--- config.mk ---
export PLATFORM = sky130hd
export DESIGN_NAME = nbit_rr_mux
export DESIGN_NICKNAME = d
export VERILOG_FILES = /design/src/rtl/nbit_rr_mux.sv
export SDC_FILE = /design/constraint.sdc
export NUM_CORES = 1
export LEC_CHECK = 0
export ABC_AREA = 0
export ABC_CLOCK_PERIOD_IN_PS = 19500
export CAP_MARGIN = 20
export CORE_AREA = 4 4 119 121
export DETAILED_ROUTE_END_ITERATION = 16
export DIE_AREA = 0 0 123 125
export PLACE_DENSITY = 0.92
export SYNTH_ARGS = -nofsm -noshare
export SYNTH_HDL_FRONTEND = slang
export SYNTH_SLANG_ARGS = --single-unit
--- constraint.sdc ---
create_clock -name clk -period 19.5 [get_ports clk]
set_input_delay 5.85 -clock clk [delete_from_list [all_inputs] [get_ports clk]]
set_output_delay 5.85 -clock clk [all_outputs]
set_load 0.005 [all_outputs]
--- src/rtl/nbit_rr_mux.sv ---
// nbit_rr_mux: N-to-1 valid/ready mux, round-robin arbiter, registered out.
// Define NBIT_RR_MUX_FIXED_PRIORITY_EN for lowest-lane-wins arbitration.
module nbit_rr_mux #(
  parameter int SELECT_WIDTH = 3,
  parameter int DATA_WIDTH   = 32
) (
  input  logic clk,
  input  logic reset_n,
  input  logic [(2**SELECT_WIDTH)*DATA_WIDTH-1:0] MuxIn,
  input  logic [(2**SELECT_WIDTH)-1:0] MuxValid,
  output logic [(2**SELECT_WIDTH)-1:0] MuxReady,
  output logic [DATA_WIDTH-1:0] MuxOut,
  output logic MuxOutValid,
  input  logic MuxOutReady,
  output logic [SELECT_WIDTH-1:0] MuxSel
);
  localparam int N = 2**SELECT_WIDTH;

  typedef enum logic {EMPTY, FULL} state_t;

  state_t state, stateNext;
  logic loadEn, anyValid, xfer;
  logic [SELECT_WIDTH-1:0] base, idx, candIdx;
  logic [DATA_WIDTH-1:0] candWord;

`ifdef NBIT_RR_MUX_FIXED_PRIORITY_EN
  assign base = '0;
`else
  logic [SELECT_WIDTH-1:0] lastGrant;

  // Search starts just past the last accepted lane; wraps modulo N.
  assign base = lastGrant + SELECT_WIDTH'(1);

  always_ff @(posedge clk or negedge reset_n) begin
    if (!reset_n) lastGrant <= '1;
    else if (xfer) lastGrant <= candIdx;
  end
`endif

  assign MuxOutValid = (state == FULL);
  assign loadEn = !MuxOutValid || MuxOutReady;
  assign xfer = loadEn && anyValid && reset_n;

  always_comb begin
    anyValid = 1'b0;
    candIdx = '0;
    idx = '0;
    for (int k = 0; k < N; k++) begin
      idx = base + SELECT_WIDTH'(k);
      if (!anyValid && MuxValid[idx]) begin
        anyValid = 1'b1;
        candIdx = idx;
      end
    end
  end

  always_comb begin
    candWord = '0;
    for (int i = 0; i < N; i++) begin
      if (candIdx == SELECT_WIDTH'(i))
        candWord = MuxIn[i*DATA_WIDTH +: DATA_WIDTH];
    end
  end

  always_comb begin
    MuxReady = '0;
    if (xfer) MuxReady[candIdx] = 1'b1;
  end

  always_comb begin
    stateNext = state;
    if (loadEn) stateNext = anyValid ? FULL : EMPTY;
  end

  always_ff @(posedge clk or negedge reset_n) begin
    if (!reset_n) begin
      state  <= EMPTY;
      MuxOut <= '0;
      MuxSel <= '0;
    end else begin
      state <= stateNext;
      if (xfer) begin
        MuxOut <= candWord;
        MuxSel <= candIdx;
      end
    end
  end

endmodule

==> results of run 1 <==
-- flip-flops by register name, indices dropped and copies added, names as in the netlist --
| name | count |
|---|---|
| lastGrant | 3 |
| MuxOutValid | 1 |
| MuxSel | 3 |
| MuxOut | 32 |
-- critical path, cell delays in order --
cell	delay, ns
clkdlybuf4s50_1	0.60
mux4_2	0.60
mux2i_1	0.29
nand4_1	0.17
nor3_1	0.57
a32oi_1	0.34
o21ai_4	0.18
buf_4	0.79
nor3_1	0.13
clkdlybuf4s50_1	0.49
-- through the flow --
step | std cells | setup slack (ns) | cell area [um^2]
after floorplan | 586 | 5.22 | 4950
after global placement | 1018 | 3.82 | 8000
after detailed placement | 1018 | 3.71 | 8000
after CTS | 1026 | 3.71 | 8170
after global routing | 1028 | 3.31 | 8200
final | 1029 | 3.61 | 8200
-- layer usage --
metal | wire (um) | vias up | GRT usage, %
met5 | 0 | - | 0
met4 | 910 | 0 | 10.4
met3 | 2580 | 62 | 6.59
met2 | 10600 | 445 | 45.0
met1 | 8150 | 2908 | 33.1
li1 | - | 2858 | -
-- cell type report --
type | count | area [um^2]
Tap cell | 176 | 220
Sequential cell | 39 | 980
Inverter | 3 | 11.3
Fill cell | 1082 | 4880
Clock inverter | 3 | 43.8
Timing Repair Buffer | 321 | 3200
Antenna cell | 2 | 5.00
Clock buffer | 5 | 125
Multi-Input combinational cell | 480 | 3620
-- cell families (layout without fill, tap and decap cells) --
group	Yosys count	in the layout	share of synthesized area, %
AO/OA/AOI/OAI	199	199	30.0
XOR/XNOR	5	5	1.52
adder cells (fa/ha/maj)	2	2	0.506
buffers and inverters	67	332	7.46
flip-flops	39	39	19.8
multiplexers	100	100	23.0
other	0	2	0
AND/OR/NAND/NOR	174	174	17.7
-- cell usage in the layout, fill, tap and decap left out, types with 4 or more instances in the layout --
cell	Yosys	layout
mux2_2	28	28
a311oi_1	23	23
o21ai_0	53	53
a21oi_1	9	9
nand3_1	37	36
mux2i_1	57	57
nor4_1	5	5
nor2_1	19	18
clkdlybuf4s50_1	0	309
and2_1	8	7
and3_1	7	7
mux2_1	7	7
o21a_1	6	6
nand2b_1	4	4
clkbuf_16	0	5
nor2b_1	4	4
mux4_2	7	7
nor3_1	6	6
nand4_1	5	5
a211oi_1	13	13
dfrtp_1	36	36
a221oi_1	23	23
nand2_1	62	62
a2bb2oi_1	7	7
buf_4	10	10
o21ai_1	6	6
a221o_1	27	27
-- worst min path at each step --
stage,end,slack [ns],depth (start not counted)
after detailed placement,MuxSel[2],0.48,1
final,MuxSel[2],0.50,1
after global routing,MuxSel[1],0.53,2
after CTS,MuxSel[2],0.50,1
after global placement,MuxSel[2],0.47,1
after floorplan,MuxSel[2],0.49,1
==> summary.md, run 1 <==
| Metric | Value |
|---|---|
| Remaining design rule violation count | 0 |
| P&R area growth vs syn | 65.8% |
| Number of endpoints with negative hold slack in the final report | 0 |
| Final worst clock skew | between 0.01 and 0.015 ns |
| Setup repair after global routing missed its margin | no |
| Clock transition time at the flip-flop clock pins of the worst setup and hold paths | 0.06 ns |
| Starting DRT DRC Count | 708 |
| Most area-hungry cell type in the Yosys netlist | dfrtp_1 |
| Horiz. Die Dim | approximately 120 um |
| Antenna violations before repair | 1 |
| Primary flip-flop cell chosen by synthesis mapping | dfrtp_1 |
| Port Buf Inserts | 310 |
| Worst Setup Path Type | in2out |
| Share of layout cells above drive strength 1 | ~8.6% |
| Outcome | finished, final reports clean |
| Via count | approximately 6300 |
| Endpoint arrival time on the critical path | 10.04 ns |
| Gate count of the mapped netlist | a little under 600 |
| Via count of the first global-routing pass | 6163 |
| Ports placed on the boundary | between 300 and 400 |
| Required arrival time at the worst endpoint | 13.65 ns |
| Critical path endpoint | MuxReady[0] |
| Maximum operating frequency | 0.0629 GHz |
| Max-Cap Viols | 0 |
| Crit path max fanout | slightly below 80 |
| Mean routed wirelength per cell | ~22 um |
| Number of vias per cell after detailed routing | 6.10 |
| GR Util All Layers | 26.9% |
| Post-synth net total | approximately 860 |
| Cell types with the highest counts after synthesis | 62 x nand2_1, 57 x mux2i_1, 53 x o21ai_0 |
| Synthesized area per cell | ~8.4 um^2 |
| Relative slew slack | around 34% |
| Share of flip-flops with an asynchronous set or reset | 100% |
| Leftover overflow at the end of global routing | 0 |
| Cts bufs inserted | 5 |
| Proportion of synthesized chip area in sequential cells | around a fifth |
| Top post-synthesis cells by area | dfrtp_1 18%, mux2i_1 12%, mux2_2 6.4% |
| Dpl hpwl | between 15000 and 20000 um |
| Clk Tree Root Cell | clkbuf_16 |
| Skew-Pair Late Insertion Delay | between 0.2 and 0.3 ns |
| Slew at the pin closest to its max-slew limit | 0.986 ns |
| TritonCTS clock tree | done |
| Row count | between 40 and 50 |
| First element of the critical path | MuxValid[3] |
| Number of warning messages in the yosys log | 0 |
| Die H | ~130 um |
| Initial Util | ~38% |
| Most instantiated library cell after synthesis | nand2_1 |
| RD Place Congestion | slightly below 1 |
| DIE AREA | around 0.015 mm^2 |
| Path category of the worst min-delay check | reg2reg |
| RR Startpoint | lastGrant[0] |
| Count of flip-flops with a built-in enable after synthesis | 0 |
| Iteration count of the initial detailed-routing pass | 5 |
| Top cell type's share of synthesized area | a little under a fifth |
| Synth cell types | 65 |
| Count of final setup violators | 0 |
| Post-CTS setup buffer count | 0 |
| CTS resizes | 0 |
| Clock sink total | 39 |
| Maximum root-to-sink buffer count | 2 |
| Worst r2r dst | MuxOut[11] |
| Number of antenna-violating nets in the routed design | 0 |
| Endpoint kind of the worst setup timing path | output port |
| First-pass GRT wire length | around 33000 um |
| Period utilization | between 80% and 90% |
| Nets | 1119 |
| Clock H-tree levels | 2 |
| Worst Reg2Reg Path Length in Cells | 14 |
| Routed wire length | roughly 22000 um |
| Worst Hold Launch | MuxSel[2] |
| Total core area | 0.0131 mm^2 |
| Shortest clock period the worst path allows after layout | 15.89 ns |
| Synth Cell Area | just under 0.005 mm^2 |
| FF+latch count, synth | 39 |
| Finished Core Util | between 60% and 70% |
| Max-slew violation count | 0 |
| Internal reg-to-reg setup slack | 13.09 ns |
| Worst hold slack across all endpoints | between 0.4 and 0.5 ns |
| Hold Buf Count CTS | 0 |
| Pin count of the biggest net entering global routing | 78 |
| Critical path startpoint category | input pin |
| TNS Setup | 0 ns |
Power of run 1 is not shown: default switching activity piles up to over one toggle a cycle in this logic, so the estimate is an artifact.
==> inputs of run 2 (changes only) <==
ABC_CLOCK_PERIOD_IN_PS = 13900   (was 19500)
CORE_AREA = unset   (was 4 4 119 121)
CORE_MARGIN = 4   (was unset)
CORE_UTILIZATION = 34   (was unset)
DIE_AREA = unset   (was 0 0 123 125)
PLACE_DENSITY = 0.88   (was 0.92)
clock period = 13.9 ns   (was 19.5 ns; I/O delays follow)
==> run 2 against run 1 <==
Net effect:
- via count decreased by 1.7%
- setup slack lost 2.1 ns
- sequential share of layout area barely moved
- final cell count is essentially flat
- clock skew decreased by 0.0034 ns
- clock-buffer cell count unchanged
- critical path type unchanged
- largest cell class unchanged
- highest routed layer unchanged
==> summary.md, run 2 (synthesis results as in run 1) <==
| Metric | Value |
|---|---|
| Most flops, register | MuxOut |
| Port Buf Inserts | slightly above 300 |
| Die H | about 130 um |
| Crit path max fanout | 30 |
| Number of antenna cells inserted | 0 |
| Nets | between 1000 and 1500 |
| Count of final setup violators | 0 |
| First-pass GRT wire length | between 30000 and 40000 um |
| Setup repair after global routing missed its margin | no |
| Dpl hpwl | between 15000 and 20000 um |
| Placed cell count | approximately 1000 |
| Clock H-tree levels | 2 |
| Maximum root-to-sink buffer count | 2 |
| Number of vias per cell after detailed routing | roughly 6.0 |
| Most frequent standard cell in the layout excluding fill and tap cells | clkdlybuf4s50_1 |
| Endpoint arrival time on the critical path | 8.27 ns |
| Slew at the pin closest to its max-slew limit | between 1 and 1.5 ns |
| CP Cell Sequence | clkdlybuf4s50_1 -> or4_1 -> and3_1 -> a22o_1 -> or3_4 -> o21a_1 -> o21ai_4 -> and2_1 -> buf_4 -> and3_1 -> clkdlybuf4s50_1 |
| Cts bufs inserted | 5 |
| Busiest grt layer | met2 |
| RD Place Congestion | around 0.9 |
| Global routing usage on met1 | ~31% |
| Via count | roughly 6200 |
| Cell family with most CP delay | simple AND/OR/NAND/NOR gates |
| Leftover overflow at the end of global routing | 0 |
| Required arrival time at the worst endpoint | between 9 and 10 ns |
| Maximum operating frequency | 0.0804 GHz |
| TritonCTS clock tree | done |
| Max-Cap Viols | 0 |
| Endpoint kind of the worst setup timing path | output port |
| Number of antenna-violating nets in the routed design | 0 |
| Hold Buf Count CTS | 0 |
| Relative slew slack | about a third |
| Routed wire length | 22600 um |
| Post-CTS setup buffer count | 0 |
| P&R area growth vs syn | 65.3% |
| Critical path startpoint category | input pin |
| Period utilization | roughly nine tenths |
| Largest regs | MuxOut x32, MuxSel x3, lastGrant x3 |
| Antenna violations before repair | 0 |
| Max-slew violation count | 0 |
| Shortest clock period the worst path allows after layout | around 12 ns |
| Starting DRT DRC Count | 526 |
| Skew-Pair Late Insertion Delay | 0.30 ns |
| Met2 demand-to-capacity share in global routing | roughly 42% |
| Row count | between 40 and 50 |
| Delay of the slowest cell on the worst path | approximately 0.60 ns |
| Clk Tree Root Cell | clkbuf_16 |
| Outcome | finished, final reports clean |
| CTS resizes | 0 |
| Ports placed on the boundary | about 310 |
| Path category of the worst min-delay check | reg2reg |
| Clock transition time at the flip-flop clock pins of the worst setup and hold paths | 0.06 ns |
| Initial Util | roughly a third |
| Clock sink total | 39 |
| Remaining design rule violation count | 0 |
| TNS Setup | 0 ns |
| Number of endpoints with negative hold slack in the final report | 0 |
| Share of layout cells above drive strength 1 | under 10% |
| Total core area | ~0.014 mm^2 |
| Number of buffer and inverter instances along the worst setup path | 3 |
| Non-filler cells in the finished layout | just over 1000 |
| Horiz. Die Dim | 129 um |
| GR Util All Layers | 25.7% |
| Pin count of the biggest net entering global routing | between 50 and 60 |
| Max FFs per register | 32 |
| Worst Setup Path Type | in2out |
| Filler Cells Inserted | about 1200 |
| Commonest non-fill, non-tap cells in the layout | 309 x clkdlybuf4s50_1, 62 x nand2_1, 57 x mux2i_1 |
| Final worst clock skew | approximately 0.0084 ns |
| Via count of the first global-routing pass | between 6000 and 7000 |
| Mean routed wirelength per cell | 22.0 um |
| Standard cell with the maximum stage delay on the critical path | o21ai_4 |
| Iteration count of the initial detailed-routing pass | 7 |
| Met3 Track Usage GR | 8.68% |
| DIE AREA | around 0.017 mm^2 |
-- run 2: cell count changes in the layout (fill, tap and decap cells not counted), sizes merged --
| cell | change |
|---|---|
| buf | -1 |
| diode | -2 |
-- run 2: metrics by stage --
step                      util [%]  area (um^2)  hold slack, ns  worst slack [ns]
final                         58.2         8170           0.493              1.46
after global routing          58.2         8170           0.521              1.16
after CTS                     58.2         8170           0.495              1.49
after detailed placement      57.0         8010           0.481              1.49
after global placement        57.0         8010           0.478              1.55
after floorplan                  -         4950           0.488              2.98
-- run 2: layout make-up --
| class | instances | area (um^2) | share of cell area, % |
|---|---|---|---|
| Multi-Input combinational cell | 480 | 3620 | 44.2 |
| Inverter | 3 | 11.3 | 0.138 |
| Clock inverter | 3 | 43.8 | 0.536 |
| Sequential cell | 39 | 980 | 12.0 |
| Clock buffer | 5 | 125 | 1.53 |
| Tap cell | 180 | 225 | 2.76 |
| Timing Repair Buffer | 320 | 3170 | 38.8 |
-- run 2: layer usage --
| layer | up-vias | part of all wire, % |
|---|---|---|
| li1 | 2843 | - |
| met1 | 2851 | 37 |
| met2 | 413 | 48 |
| met3 | 58 | 12 |
| met4 | 0 | 3.0 |
| met5 | - | 0 |
-- run 2: path summary, 6_finish.rpt --
path / startpoint / to / slack (ns) / depth (start not counted)
worst min-delay path: MuxSel[2] / MuxSel[2] / 0.49 / 1
min in group asynchronous: reset_n / MuxOut[23] / 3.95 / 2
max in group asynchronous: reset_n / MuxSel[0] / 9.54 / 2
worst max-delay path: MuxValid[7] / MuxReady[6] / 1.46 / 11
worst min register to register: MuxSel[2] / MuxSel[2] / 0.49 / 1
worst max register to register: lastGrant[0] / MuxOut[13] / 7.52 / 14
Power of run 2 is left out for the same reason.
==> inputs of run 3 (changes only) <==
CORE_MARGIN = 3   (was 4)
PLACE_DENSITY = 0.84   (was 0.88)
==> run 3 against run 2 <==
Net effect:
- die area fell by 3.1%
- register-to-register slack got worse by 0.06 ns
- via count fell by 0.55%
- critical endpoint unchanged
- critical path depth did not move
- sequential share of layout area barely moved
- design area rose by 0.18%
- global-route usage rose by 0.82 points
- utilization rose by 0.11 points
- non-clock buffer count rose by 1
- routed wire length rose by 0.38%
==> summary.md, run 3 (synthesis results as in run 1) <==
| Metric | Value |
|---|---|
| Clk Tree Root Cell | clkbuf_16 |
| Nets | 1119 |
| Area taken by flip-flops and latches | around 1000 um^2 |
| Slew at the pin closest to its max-slew limit | 1.04 ns |
| Via count | approximately 6000 |
| Worst Hold Launch | MuxSel[1] |
| Largest regs | MuxOut x32, MuxSel x3, lastGrant x3 |
| Dpl hpwl | between 15000 and 20000 um |
| Library cell appearing most often on the critical path | clkdlybuf4s50_1 |
| Post-CTS setup buffer count | 0 |
| Clock transition time at the flip-flop clock pins of the worst setup and hold paths | roughly 0.060 ns |
| Number of antenna-violating nets in the routed design | 0 |
| Port Buf Inserts | just over 300 |
| Filler Cells Inserted | around 1200 |
| Max-Cap Viols | 0 |
| Period utilization | between 80 and 90% |
| Clock H-tree levels | 2 |
| Max-slew violation count | 0 |
| Max FFs per register | 32 |
| Area of the multi-input gates | between 0.003 and 0.004 mm^2 |
| Worst r2r dst | MuxOut[7] |
| Number of vias per cell after detailed routing | roughly 5.9 |
| Critical path startpoint category | input pin |
| Worst Hold Path EP | MuxSel[1] |
| Cell family with most CP delay | buffers and inverters |
| RR Startpoint | lastGrant[0] |
| Number of endpoints with negative hold slack in the final report | 0 |
| Iteration count of the initial detailed-routing pass | 5 |
| GR Util All Layers | 26.5% |
| Die H | around 130 um |
| Count of final setup violators | 0 |
| Skew-Pair Late Insertion Delay | approximately 0.28 ns |
| Endpoint arrival time on the critical path | a little over 8 ns |
| Cts bufs inserted | 5 |
| Maximum operating frequency | 0.0802 GHz |
| DIE AREA | 0.0160 mm^2 |
| Path category of the worst min-delay check | reg2reg |
| P&R area growth vs syn | 65.6% |
| Commonest non-fill, non-tap cells in the layout | 309 x clkdlybuf4s50_1, 62 x nand2_1, 57 x mux2i_1 |
| Worst Setup Path Type | in2out |
| Standard cell with the maximum stage delay on the critical path | clkdlybuf4s50_1 |
| Row count | 43 |
| First element of the critical path | MuxValid[3] |
| Routed wire length | about 23000 um |
| Share of layout cells above drive strength 1 | under 10% |
| Hold Buf Count CTS | 0 |
| Worst hold slack across all endpoints | roughly 0.51 ns |
| Crit path max fanout | 30 |
| Horiz. Die Dim | ~130 um |
| Relative slew slack | between 30 and 40% |
| Final std cell area, no fill | ~0.008 mm^2 |
| Endpoint kind of the worst setup timing path | output port |
| Final worst clock skew | 0.0122 ns |
| TNS Setup | 0 ns |
| Worst Reg2Reg Path Length in Cells | 15 |
| Outcome | finished, final reports clean |
| RD Place Congestion | 0.957 |
| Leftover overflow at the end of global routing | 0 |
| Antenna violations before repair | 0 |
| Remaining design rule violation count | 0 |
| Pin count of the biggest net entering global routing | 56 |
| Internal reg-to-reg setup slack | 7.46 ns |
| Starting DRT DRC Count | about 550 |
| Mean routed wirelength per cell | 22.0 um |
| CP Cell Sequence | clkdlybuf4s50_1 -> mux4_2 -> mux2i_1 -> nand4_1 -> nor3_1 -> a32oi_1 -> o21ai_4 -> and2_1 -> buf_4 -> and3_1 -> clkdlybuf4s50_1 |
| Initial Util | 35.2% |
| First-pass GRT wire length | between 30000 and 40000 um |
| Clock sink total | 39 |
| Setup WS pre-CTS | 1.50 ns |
| Maximum root-to-sink buffer count | 2 |
| TritonCTS clock tree | done |
| Total core area | around 0.014 mm^2 |
| Final critical-path setup slack | 1.43 ns |
| Delay of the slowest cell on the worst path | between 0.6 and 0.7 ns |
| Total placed instance area | about 0.008 mm^2 |
| Number of buffer and inverter instances along the worst setup path | 3 |
| Via count of the first global-routing pass | around 6000 |
| Most flops, register | MuxOut |
| Setup repair after global routing missed its margin | no |
| Most frequent standard cell in the layout excluding fill and tap cells | clkdlybuf4s50_1 |
| CTS resizes | 0 |
| Worst hold path stage count | 2 |
| Shortest clock period the worst path allows after layout | between 10 and 15 ns |
| Required arrival time at the worst endpoint | between 9 and 10 ns |
| Ports placed on the boundary | just over 300 |
run 3: final cells by class:
| cell class | count | area share [%] |
|---|---|---|
| antenna | 1 | 0.0306 |
| clock buffer | 6 | 1.70 |
| clock inverter | 2 | 0.428 |
| inverter | 3 | 0.138 |
| multi-input combinational | 480 | 44.2 |
| sequential | 39 | 12.0 |
| tap | 180 | 2.75 |
| timing repair buffer | 321 | 38.8 |
run 3: how the worst max path moves through the flow:
stage / endpoint / cells past startpoint / slack [ns]
floorplan: MuxReady[5] / 12 / 2.98
global placement: MuxReady[2] / 11 / 1.67
detailed placement: MuxReady[6] / 11 / 1.50
CTS: MuxReady[6] / 11 / 1.51
global route: MuxReady[2] / 11 / 1.15
finish: MuxReady[6] / 11 / 1.43
run 3: stage by stage:
| stage | utilization (%) | std cells |
|---|---|---|
| after floorplan | - | 586 |
| after CTS | 58.3 | 1031 |
| final | 58.3 | 1032 |
| after detailed placement | 57.1 | 1023 |
| after global placement | 57.1 | 1023 |
| after global routing | 58.3 | 1031 |
run 3: routing by layer:
metal  vias to the layer above  routed length, um  GRT usage, %
li1                       2845                  -             -
met1                      2862               8810          33.6
met2                       382              10800          43.8
met3                        42               2530          8.55
met4                         0                569          6.75
met5                         -                  0             0
run 3: tightest hold or removal path, cell delays in order (launching register included):
cell and delay [ns]:
dfrtp_1 0.34, nor2_1 0.05, nor2_1 0.08
Power of run 3 is left out for the same reason.
